<file path="src/rtl/retry_pkg.sv">
// ---------------------------------------------------------------------------
// retry_pkg
// Shared types and constants for the retry pipeline stages.
//   RETRY_FB_T(IDW) : packed {valid, id} feedback record. It is a macro
//                     because a package cannot take parameters, and each
//                     stage needs the record at its own IDSize.
//   retry_fb_t      : the feedback record at the default 4-bit ID width.
//   RetryDefaultMaxRetries : default retry budget per item.
// ---------------------------------------------------------------------------
`ifndef RETRY_PKG_SV
`define RETRY_PKG_SV

`define RETRY_FB_T(IDW) struct packed { logic valid; logic [(IDW)-1:0] id; }

package retry_pkg;

   localparam int RetryDefaultMaxRetries = 3;

   typedef `RETRY_FB_T(4) retry_fb_t;

endpackage

`endif

</file>
<file path="src/rtl/retry_replay_buffer.sv">
// ---------------------------------------------------------------------------
// retry_replay_buffer
// Circular replay store for the retry source stage: payload slots, per-slot
// retry counters and the head/issue/tail pointers. Pointers are one bit wider
// than the slot index so that full and empty can be told apart.
//
// Ports
//   clk, rst_n  : clock; reset is asynchronous and active-high (the
//                 codebase's historical rst_n naming is kept)
//   wr_en       : write wr_data at tail, clear that slot's counter, tail++
//   wr_data     : payload to store
//   issue_adv   : downstream handshake, issue++
//   pop         : retire the head slot, clear its counter, head++
//   cnt_inc     : increment the head slot's retry counter
//   rewind      : issue := head (highest priority on issue)
//   skip        : issue := head + 1 (used when the head item is dropped)
//   head, issue, tail : current pointers
//   rd_data     : payload at issue
//   head_cnt    : retry counter of the head slot
// ---------------------------------------------------------------------------
module retry_replay_buffer #(
   parameter int DataWidth = 8,
   parameter int IDSize    = 4,
   parameter int CntWidth  = 2
) (
   input  logic                 clk,
   input  logic                 rst_n,
   input  logic                 wr_en,
   input  logic [DataWidth-1:0] wr_data,
   input  logic                 issue_adv,
   input  logic                 pop,
   input  logic                 cnt_inc,
   input  logic                 rewind,
   input  logic                 skip,
   output logic [IDSize:0]      head,
   output logic [IDSize:0]      issue,
   output logic [IDSize:0]      tail,
   output logic [DataWidth-1:0] rd_data,
   output logic [CntWidth-1:0]  head_cnt
);

   localparam int Depth = 2**IDSize;

   logic [DataWidth-1:0] mem [Depth];
   logic [CntWidth-1:0]  cnt [Depth];

   logic [IDSize-1:0] head_idx;
   logic [IDSize-1:0] issue_idx;
   logic [IDSize-1:0] tail_idx;

   assign head_idx  = head[IDSize-1:0];
   assign issue_idx = issue[IDSize-1:0];
   assign tail_idx  = tail[IDSize-1:0];

   assign rd_data  = mem[issue_idx];
   assign head_cnt = cnt[head_idx];

   always_ff @(posedge clk or posedge rst_n) begin
      if (rst_n) begin
         head  <= '0;
         issue <= '0;
         tail  <= '0;
      end else begin
         if (wr_en) tail <= tail + 1'b1;
         if (pop)   head <= head + 1'b1;
         // A rewind or a drop moves issue relative to the old head, so it
         // wins over a handshake made in the same cycle.
         if (rewind)         issue <= head;
         else if (skip)      issue <= head + 1'b1;
         else if (issue_adv) issue <= issue + 1'b1;
      end
   end

   // NOTE: the payload array is reset as well, so data_o reads 0 out of
   // reset instead of X; it is small enough that this costs little.
   always_ff @(posedge clk or posedge rst_n) begin
      if (rst_n) begin
         for (int i = 0; i < Depth; i++) begin
            mem[i] <= '0;
            cnt[i] <= '0;
         end
      end else begin
         // A write never targets the head slot while it is being popped or
         // counted: that would need the buffer to be full, and then wr_en
         // is held low.
         if (wr_en) begin
            mem[tail_idx] <= wr_data;
            cnt[tail_idx] <= '0;
         end
         if (pop)          cnt[head_idx] <= '0;
         else if (cnt_inc) cnt[head_idx] <= cnt[head_idx] + 1'b1;
      end
   end

endmodule

</file>
<file path="src/rtl/retry_replay_start.sv">
// ---------------------------------------------------------------------------
// retry_replay_start
// Retry source stage. Tags upstream items with an ID, keeps a copy in a
// replay buffer, issues items in order, and retires or replays them
// (go-back-N from the oldest outstanding item) on feedback from the retry end
// stage. An item that fails more than MaxRetries times is dropped, and an
// exhausted pulse is raised.
//
// Ports
//   clk, rst_n        : clock; reset is asynchronous and active-high
//   data_i/valid_i/ready_o   : upstream payload handshake
//   data_o/id_o/valid_o/ready_i : downstream payload handshake
//   done_valid_i/done_id_i   : end stage reports an item complete
//   retry_valid_i/retry_id_i : end stage requests a replay
//   exhausted_o/exhausted_id_o : one-cycle pulse, item dropped after MaxRetries
//   protocol_err_o    : one-cycle pulse, illegal done/retry was ignored
//   occupancy_o       : entries held between head and tail
// ---------------------------------------------------------------------------
module retry_replay_start
   import retry_pkg::*;
#(
   parameter int DataWidth  = 8,
   parameter int IDSize     = 4,
   parameter int MaxRetries = RetryDefaultMaxRetries,
   parameter int CntWidth   = $clog2(MaxRetries + 1)
) (
   input  logic                 clk,
   input  logic                 rst_n,
   input  logic [DataWidth-1:0] data_i,
   input  logic                 valid_i,
   output logic                 ready_o,
   output logic [DataWidth-1:0] data_o,
   output logic [IDSize-1:0]    id_o,
   output logic                 valid_o,
   input  logic                 ready_i,
   input  logic                 done_valid_i,
   input  logic [IDSize-1:0]    done_id_i,
   input  logic                 retry_valid_i,
   input  logic [IDSize-1:0]    retry_id_i,
   output logic                 exhausted_o,
   output logic [IDSize-1:0]    exhausted_id_o,
   output logic                 protocol_err_o,
   output logic [IDSize:0]      occupancy_o
);

   typedef `RETRY_FB_T(IDSize) fb_t;

   localparam logic [IDSize:0] DepthCount = {1'b1, {IDSize{1'b0}}};

   fb_t done_fb;
   fb_t retry_fb;

   logic [IDSize:0]       head;
   logic [IDSize:0]       issue;
   logic [IDSize:0]       tail;
   logic [CntWidth-1:0]   head_cnt;
   logic [IDSize-1:0]     head_id;

   logic outstanding;
   logic done_ok;
   logic retry_ok;
   logic at_limit;
   logic rewind;
   logic exhaust;
   logic proto_err;
   logic wr_en;
   logic issue_hs;

   assign done_fb  = '{valid: done_valid_i,  id: done_id_i};
   assign retry_fb = '{valid: retry_valid_i, id: retry_id_i};

   // Upstream and downstream flow control come from registered pointers only.
   assign occupancy_o = tail - head;
   assign ready_o     = (occupancy_o != DepthCount);
   assign valid_o     = (issue != tail);
   assign id_o        = issue[IDSize-1:0];
   assign wr_en       = valid_i & ready_o;
   assign issue_hs    = valid_o & ready_i;

   // NOTE: every signal written below gets a value on every path, so the
   // block stays purely combinational.
   always_comb begin
      head_id     = head[IDSize-1:0];
      outstanding = (head != issue);
      done_ok     = done_fb.valid && outstanding && (done_fb.id == head_id);
      // A done in the same cycle takes precedence; the retry is rejected.
      retry_ok    = retry_fb.valid && !done_fb.valid && outstanding &&
                    (retry_fb.id == head_id);
      at_limit    = (head_cnt == CntWidth'(MaxRetries));
      rewind      = retry_ok && !at_limit;
      exhaust     = retry_ok && at_limit;
      proto_err   = (done_fb.valid && !done_ok) || (retry_fb.valid && !retry_ok);
   end

   retry_replay_buffer #(
      .DataWidth (DataWidth),
      .IDSize    (IDSize),
      .CntWidth  (CntWidth)
   ) u_buffer (
      .clk       (clk),
      .rst_n     (rst_n),
      .wr_en     (wr_en),
      .wr_data   (data_i),
      .issue_adv (issue_hs),
      .pop       (done_ok | exhaust),
      .cnt_inc   (rewind),
      .rewind    (rewind),
      .skip      (exhaust),
      .head      (head),
      .issue     (issue),
      .tail      (tail),
      .rd_data   (data_o),
      .head_cnt  (head_cnt)
   );

   always_ff @(posedge clk or posedge rst_n) begin
      if (rst_n) begin
         exhausted_o    <= 1'b0;
         exhausted_id_o <= '0;
         protocol_err_o <= 1'b0;
      end else begin
         exhausted_o    <= exhaust;
         protocol_err_o <= proto_err;
         if (exhaust) exhausted_id_o <= head_id;
      end
   end

endmodule

</file>
<file path="config.mk">
export PLATFORM = sky130hd
export DESIGN_NAME = retry_replay_start
export DESIGN_NICKNAME = d
export VERILOG_FILES = /design/src/rtl/retry_pkg.sv /design/src/rtl/retry_replay_buffer.sv /design/src/rtl/retry_replay_start.sv
export SDC_FILE = /design/constraint.sdc
export NUM_CORES = 1
export LEC_CHECK = 0
export ABC_AREA = 1
export BUFFER_PORTS_ARGS = -buffer_cell sky130_fd_sc_hd__buf_4
export CAP_MARGIN = 5
export CORE_MARGIN = 5
export CORE_UTILIZATION = 40
export CTS_BUF_LIST = sky130_fd_sc_hd__clkbuf_4
export DETAILED_ROUTE_END_ITERATION = 12
export SLEW_MARGIN = 20
export SYNTH_ARGS = -nofsm -noshare
export SYNTH_HDL_FRONTEND = slang
export SYNTH_SLANG_ARGS = --single-unit
</file>
<file path="constraint.sdc">
create_clock -name clk -period 9.2 [get_ports clk]
set_input_delay 0 -clock clk [delete_from_list [all_inputs] [get_ports clk]]
set_output_delay 0 -clock clk [all_outputs]
set_load 0.02 [all_outputs]
</file>
* Word-level counts from Yosys, hierarchy flattened *
Index checks and enable logic that the tools add are counted.

storage, ports and cells
  register bits after elaboration = 181
  input bits = 22
  output and inout bits = 25
  logic and storage cells = 101

operators by class
  $add $sub $neg = 5
  magnitude comparators = 5
  equal/unequal tests = 6
  muxes and demuxes = 20
  bitwise logic cells = 10
  reduce and logical (&&, ||, !) cells = 17

operators with widths
  kind                 count
  $bwmux 128           1
  $mux 32              3
  $and 32x32->32       2
  $not 32->32          2
  $bmux 8 s4           1
  $bwmux 32            1
  $demux 8 s4          1
  $mux 8               3
  $demux 2 s4          2
  $add 5x1->5 const B  3
  $ge 5x5->1 const B   3
  $mux 5               3
  $not 4->5            3
  $logic_and 1x1->1    11
  $lt 5x1->1 const B   2
  $ne 5x5->1           2
  $bmux 2 s4           1
  $eq 4x4->1           2
  $mux 2               4
  $ne 5x5->1 const B   1
  $sub 5x5->5          1
  $logic_not 1->1      4
  $reduce_bool 3->1    1
  $add 2x1->2 const B  1
  other kinds (4)      5

* Longest topological paths before layout *
  word-level depth = 11
  depth in mapped cells = 14
  depth with buffers taken out = 13

* Cells and area by module *
A second synthesis with hierarchy kept.

second synthesis, totals
  cell total of the unflattened synthesis = 1,266
  area, all modules = 9,628.0 um^2

modules (own cells, without submodules)
  module               times used  cells an instance  area an instance (um^2)  sequential area each (um^2)
  retry_replay_buffer  1           1,150              8,862.2                  4,379.2
  retry_replay_start   1           116                765.7                    150.1

* Worst setup path after synthesis *
No wires, ideal clock.

  kind = register to register
  from = register u_buffer.tail[0]
  to = register u_buffer.mem[120] (netlist name)
  setup time = 0.133 ns
  arrival = 2.461 ns
  required time = 9.067 ns
  path slack = 6.606 ns
  cell stages (with the launch flop) = 13
  path buffers = 3
  clock period less this slack = 2.594 ns
  cell sequence = dfrtp_1 > inv_1 > ha_1 > fa_1 > xnor2_1 > nor3_1 > nand3_1 > buf_6 > buf_8 > nand3_2 > buf_6 > nand2_1 > o21ai_0

on the way
  elaborated cells between the ends (all ways) = 10
  classes of those cells = add/sub: 1; order compare: 2; eq/ne: 1; mux: 3; bitwise: 2; reduce/logical: 1

RTL lines
  what                            line                       source
  start: declaration              retry_replay_buffer.sv:37  output logic [IDSize:0] tail,
  start signal: assignment        retry_replay_buffer.sv:64  if (wr_en) tail <= tail + 1'b1;
  $sub 5x5->5                     retry_replay_start.sv:73   assign occupancy_o = tail - head;
  via occupancy_o[2]              retry_replay_start.sv:43   output logic [IDSize:0] occupancy_o
  $ne 5x5->1                      retry_replay_start.sv:74   assign ready_o = (occupancy_o != DepthCount);
  via ready_o                     retry_replay_start.sv:31   output logic ready_o,
  $and 1x1->1                     retry_replay_start.sv:77   assign wr_en = valid_i & ready_o;
  end signal: indexed assignment  retry_replay_buffer.sv:87  mem[tail_idx] <= wr_data;
  end: declaration                retry_replay_buffer.sv:44  logic [DataWidth-1:0] mem [Depth];

The timed path passes the listed nets, and every way through them passes these cells.
A chain may end at the register's enable or synchronous reset.

* Worst setup path after layout *
  from = register u_buffer.issue[0]
  to = register u_buffer.cnt[14] (netlist name)

on the way
  cells in the longest elaborated chain, start to end = 6
  elaborated cells between the ends (all ways) = 10
  classes of those cells = eq/ne: 1; mux: 2; bitwise: 1; reduce/logical: 6

ends and longest elaborated chain
  what                                   line                                                  source
  start: declaration                     retry_replay_buffer.sv:36                             output logic [IDSize:0] issue,
  start signal: assignment               retry_replay_buffer.sv:69                             else if (skip) issue <= head + 1'b1;
  start signal: assignment               retry_replay_buffer.sv:70                             else if (issue_adv) issue <= issue + 1'b1;
  $ne 5x5->1 *                           retry_replay_start.sv:84                              outstanding = (head != issue);
  $logic_and 1x1->1 (2 in series)        retry_replay_start.sv:87                              retry_ok = retry_fb.valid && !done_fb.valid && outstanding &&
  $logic_and 1x1->1 (on tied branches)   retry_replay_start.sv:90, retry_replay_start.sv:91
  $mux 32 or $or 1x1->1 (tied branches)  retry_replay_buffer.sv:91, retry_replay_start.sv:105
  $mux 32 *                              retry_replay_buffer.sv:90                             if (pop) cnt[head_idx] <= '0;
  end signal: indexed assignment         retry_replay_buffer.sv:91                             else if (cnt_inc) cnt[head_idx] <= cnt[head_idx] + 1'b1;
  end: declaration                       retry_replay_buffer.sv:45                             logic [CntWidth-1:0] cnt [Depth];

Every way passes the cells marked *; elsewhere a longest branch is shown, timed or not.

==> results.json <==
{
  "outcome": "complete, no violations",
  "grt_use_met3": 0.0310,
  "critPathCaptureType": "flip-flop",
  "portBuffers": 46,
  "path_max_fanout": 71,
  "synth_cell_types": 37,
  "grt_start_max_net_pins": 84,
  "dpl.hpwl_um": 16900,
  "clock_path_buffers": 2,
  "synthDominantCellAreaShare": 0.480,
  "slowest_stage": "buf_4",
  "antenna_found_initial": 1,
  "drive_above_1_share": 0.101,
  "vias_per_cell": 5.29,
  "post-place-ws_ps": 5820,
  "path_class": "flip-flop to flip-flop",
  "syn_area_per_cell_um2": 8.03,
  "cts-buffers-inserted": 17,
  "ant_nets": 0,
  "finalWorstSetupSlack_ps": 5720,
  "synthCells": 1175,
  "row_count": 56,
  "totalWireLength_um": 25800,
  "cp.required_ps": 9720,
  "finalCriticalPeriod_ps": 3480,
  "r2r_start": "u_buffer.issue[0]",
  "core_area_mm2": 0.0233,
  "final_nets": 1225,
  "grtUsageMet2": 0.337,
  "tns_ps": 0,
  "fin_worst_skew_ps": 31.8,
  "die-area_mm2": 0.0268,
  "p_leak_nw": 4.91,
  "crit_top_cell": "nand2_1",
  "cts_htree_levels": 4,
  "timing.rr.end": "u_buffer.cnt[14]",
  "path_depth": 12,
  "reg2reg_depth": 12,
  "cp_cell_sequence": "buf_4, inv_2, buf_4, nand2_1, nand2_1, nor2_1, nand3_2, nand3_4, nand2_4, nor2_4, nand2_1, nand2_1",
  "grtUsageMet1": 0.266,
  "drt_pre_antenna_iters": 7,
  "start_util": 0.405,
  "wl_per_cell_um": 17.0,
  "critPathTopFamily": "simple AND/OR/NAND/NOR gates",
  "syn_nets": 1212,
  "setup_viol": 0,
  "start_kind": "flip-flop",
  "grt_util_all_layers": 0.200,
  "powerDensity_mw_per_mm2": 350,
  "fin_area_mm2": 0.0102,
  "drc": 0,
  "maxCapViolCount": 0,
  "slew_headroom": 0.454,
  "async_flop_share": 1.00,
  "cts_sinks": 181,
  "fill_cells": 2403,
  "hold_viol_final": 0,
  "synth_area_mm2": 0.00944,
  "synth_flop_cell": "dfrtp_1",
  "multi_input_comb_area_mm2": 0.00423,
  "worstMarginPinSlew_ps": 819,
  "yosys_warnings": 0,
  "rsz0062_at_grt": "no",
  "grt_overflow_total": 0,
  "vias": 8049,
  "place.gp.congestion": 0.875,
  "postCtsHoldBufs": 14,
  "hp-class": "input port to asynchronous set/reset pin",
  "cts_tree": "yes",
  "power_w": 0.00358,
  "r2r_slack_ps": 5720,
  "slew_viol_final": 0,
  "num_io_pins": 47,
  "area_growth_pct": 8.42,
  "ys_seq_elements": 181,
  "die_h_um": 164,
  "cts-root-buf": "clkbuf_4",
  "grt_pass1_vias": 7889,
  "fmax_mhz": 287,
  "cp.buffers_inverters": 3,
  "cp.arrival_ps": 4010,
  "drt_iter0_markers": 625,
  "synth_area_leaders": "dfrtp_1, nand2_1, o21ai_0",
  "cts.repair.resized": 0,
  "ir_worst_vdd_uv": 247,
  "top_usage_layer": "met2",
  "synth_edf_count": 0,
  "postCtsSetupBuffers": 0,
  "clk_latency_ps": 600,
  "dpl_cell_area_mm2": 0.00982,
  "synth_top_area_cell": "dfrtp_1",
  "synth_seq_area_share": 0.480,
  "cts.clk_slew.worst_paths_ps": 140,
  "max_stage_delay_ps": 590,
  "die_x_um": 164,
  "ff_latch_area_mm2": 0.00453,
  "grt_pass1_wl_um": 42800,
  "final.period_utilization": 0.379,
  "fin_util": 0.439
}
==> per-layer routing <==
layer,share of wire,routed length [um]
met5,0,0
met4,0.018,460
met3,0.047,1200
met2,0.48,12400
met1,0.45,11700
==> synth_stat cells (7+ instances only) <==
cell type / n
buf_4: 7
buf_2: 8
o221ai_1: 14
nor2_1: 135
nand4_1: 51
o22ai_1: 23
ha_1: 14
nand3_2: 17
xor2_1: 14
nand2_1: 306
o21ai_0: 218
inv_1: 61
dfrtp_1: 181
buf_6: 13
clkbuf_1: 43
nand3_1: 28
==> final cells by class <==
class / instances / area share
clock inverter: 15 / 0.0137
inverter: 69 / 0.0260
multi-input combinational: 852 / 0.413
antenna: 1 / 0.000245
sequential: 181 / 0.443
clock buffer: 17 / 0.0125
tap: 319 / 0.0390
timing repair buffer: 67 / 0.0526
==> state kept, by name (all words and copies together), names as in the netlist <==
| signal | cells |
|---|---|
| exhausted_o | 1 |
| u_buffer.head | 5 |
| u_buffer.issue | 5 |
| u_buffer.cnt | 32 |
| u_buffer.tail | 5 |
| exhausted_id_o | 4 |
| protocol_err_o | 1 |
| u_buffer.mem | 128 |
==> placed cells by master (no fill, tap or decap), drive strengths merged, types with 2 or more instances in the layout <==
cell | netlist | layout
buf | 30 | 53
clkinv | 1 | 7
nor2 | 139 | 139
dlygate4sd3 | 0 | 14
xnor2 | 6 | 6
dfrtp | 181 | 181
o221ai | 14 | 14
nand3b | 2 | 2
o21ai | 218 | 218
nand3 | 46 | 46
o22ai | 23 | 23
nand4 | 51 | 51
inv | 68 | 76
a21oi | 6 | 6
or2 | 2 | 2
clkbuf | 43 | 17
xor2 | 14 | 14
ha | 14 | 14
o211ai | 3 | 3
nand2 | 310 | 310
==> logic make-up after synthesis <==
group / share of synthesized area
buf+inv: 0.0721
simple gates: 0.256
xor+xnor: 0.0186
compound gates: 0.153
flops: 0.480
fa+ha+maj: 0.0207
==> through the flow <==
step           std cells  hold WS (ps)
6_report            1521          79.5
3_5_place_dp        1474           200
3_3_place_gp        1474           202
2_1_floorplan       1175           128
5_1_grt             1521           136
4_1_cts             1520          82.8
==> how the worst max path moves through the flow <==
stage	from	to	slack, ps
2_1_floorplan	rst_n	exhausted_id_o[0]	4280
5_1_grt	u_buffer.issue[0]	u_buffer.cnt[10]	5390
6_report	u_buffer.issue[0]	u_buffer.cnt[14]	5720
3_5_place_dp	u_buffer.issue[0]	u_buffer.cnt[28]	5820
4_1_cts	u_buffer.issue[0]	u_buffer.cnt[6]	5790
3_3_place_gp	u_buffer.issue[0]	u_buffer.cnt[0]	5890
==> report_power, final <==
| group | internal (W) | leakage (nW) | switching, W |
|---|---|---|---|
| Combinational | 0.000615 | 2.42 | 0.00119 |
| Clock | 0.000120 | 0.145 | 0.000315 |
| Sequential | 0.00111 | 2.34 | 0.000234 |
==> worst reg2reg max path, cell delays in order (launching register included) <==
cell	delay [ps]
dfrtp_2	370
buf_4	590
inv_2	80
buf_4	350
nand2_1	150
nand2_1	50
nor2_1	140
nand3_2	430
nand3_4	330
nand2_4	250
nor2_4	500
nand2_1	110
nand2_1	90
(Power assumes the default switching activity.)
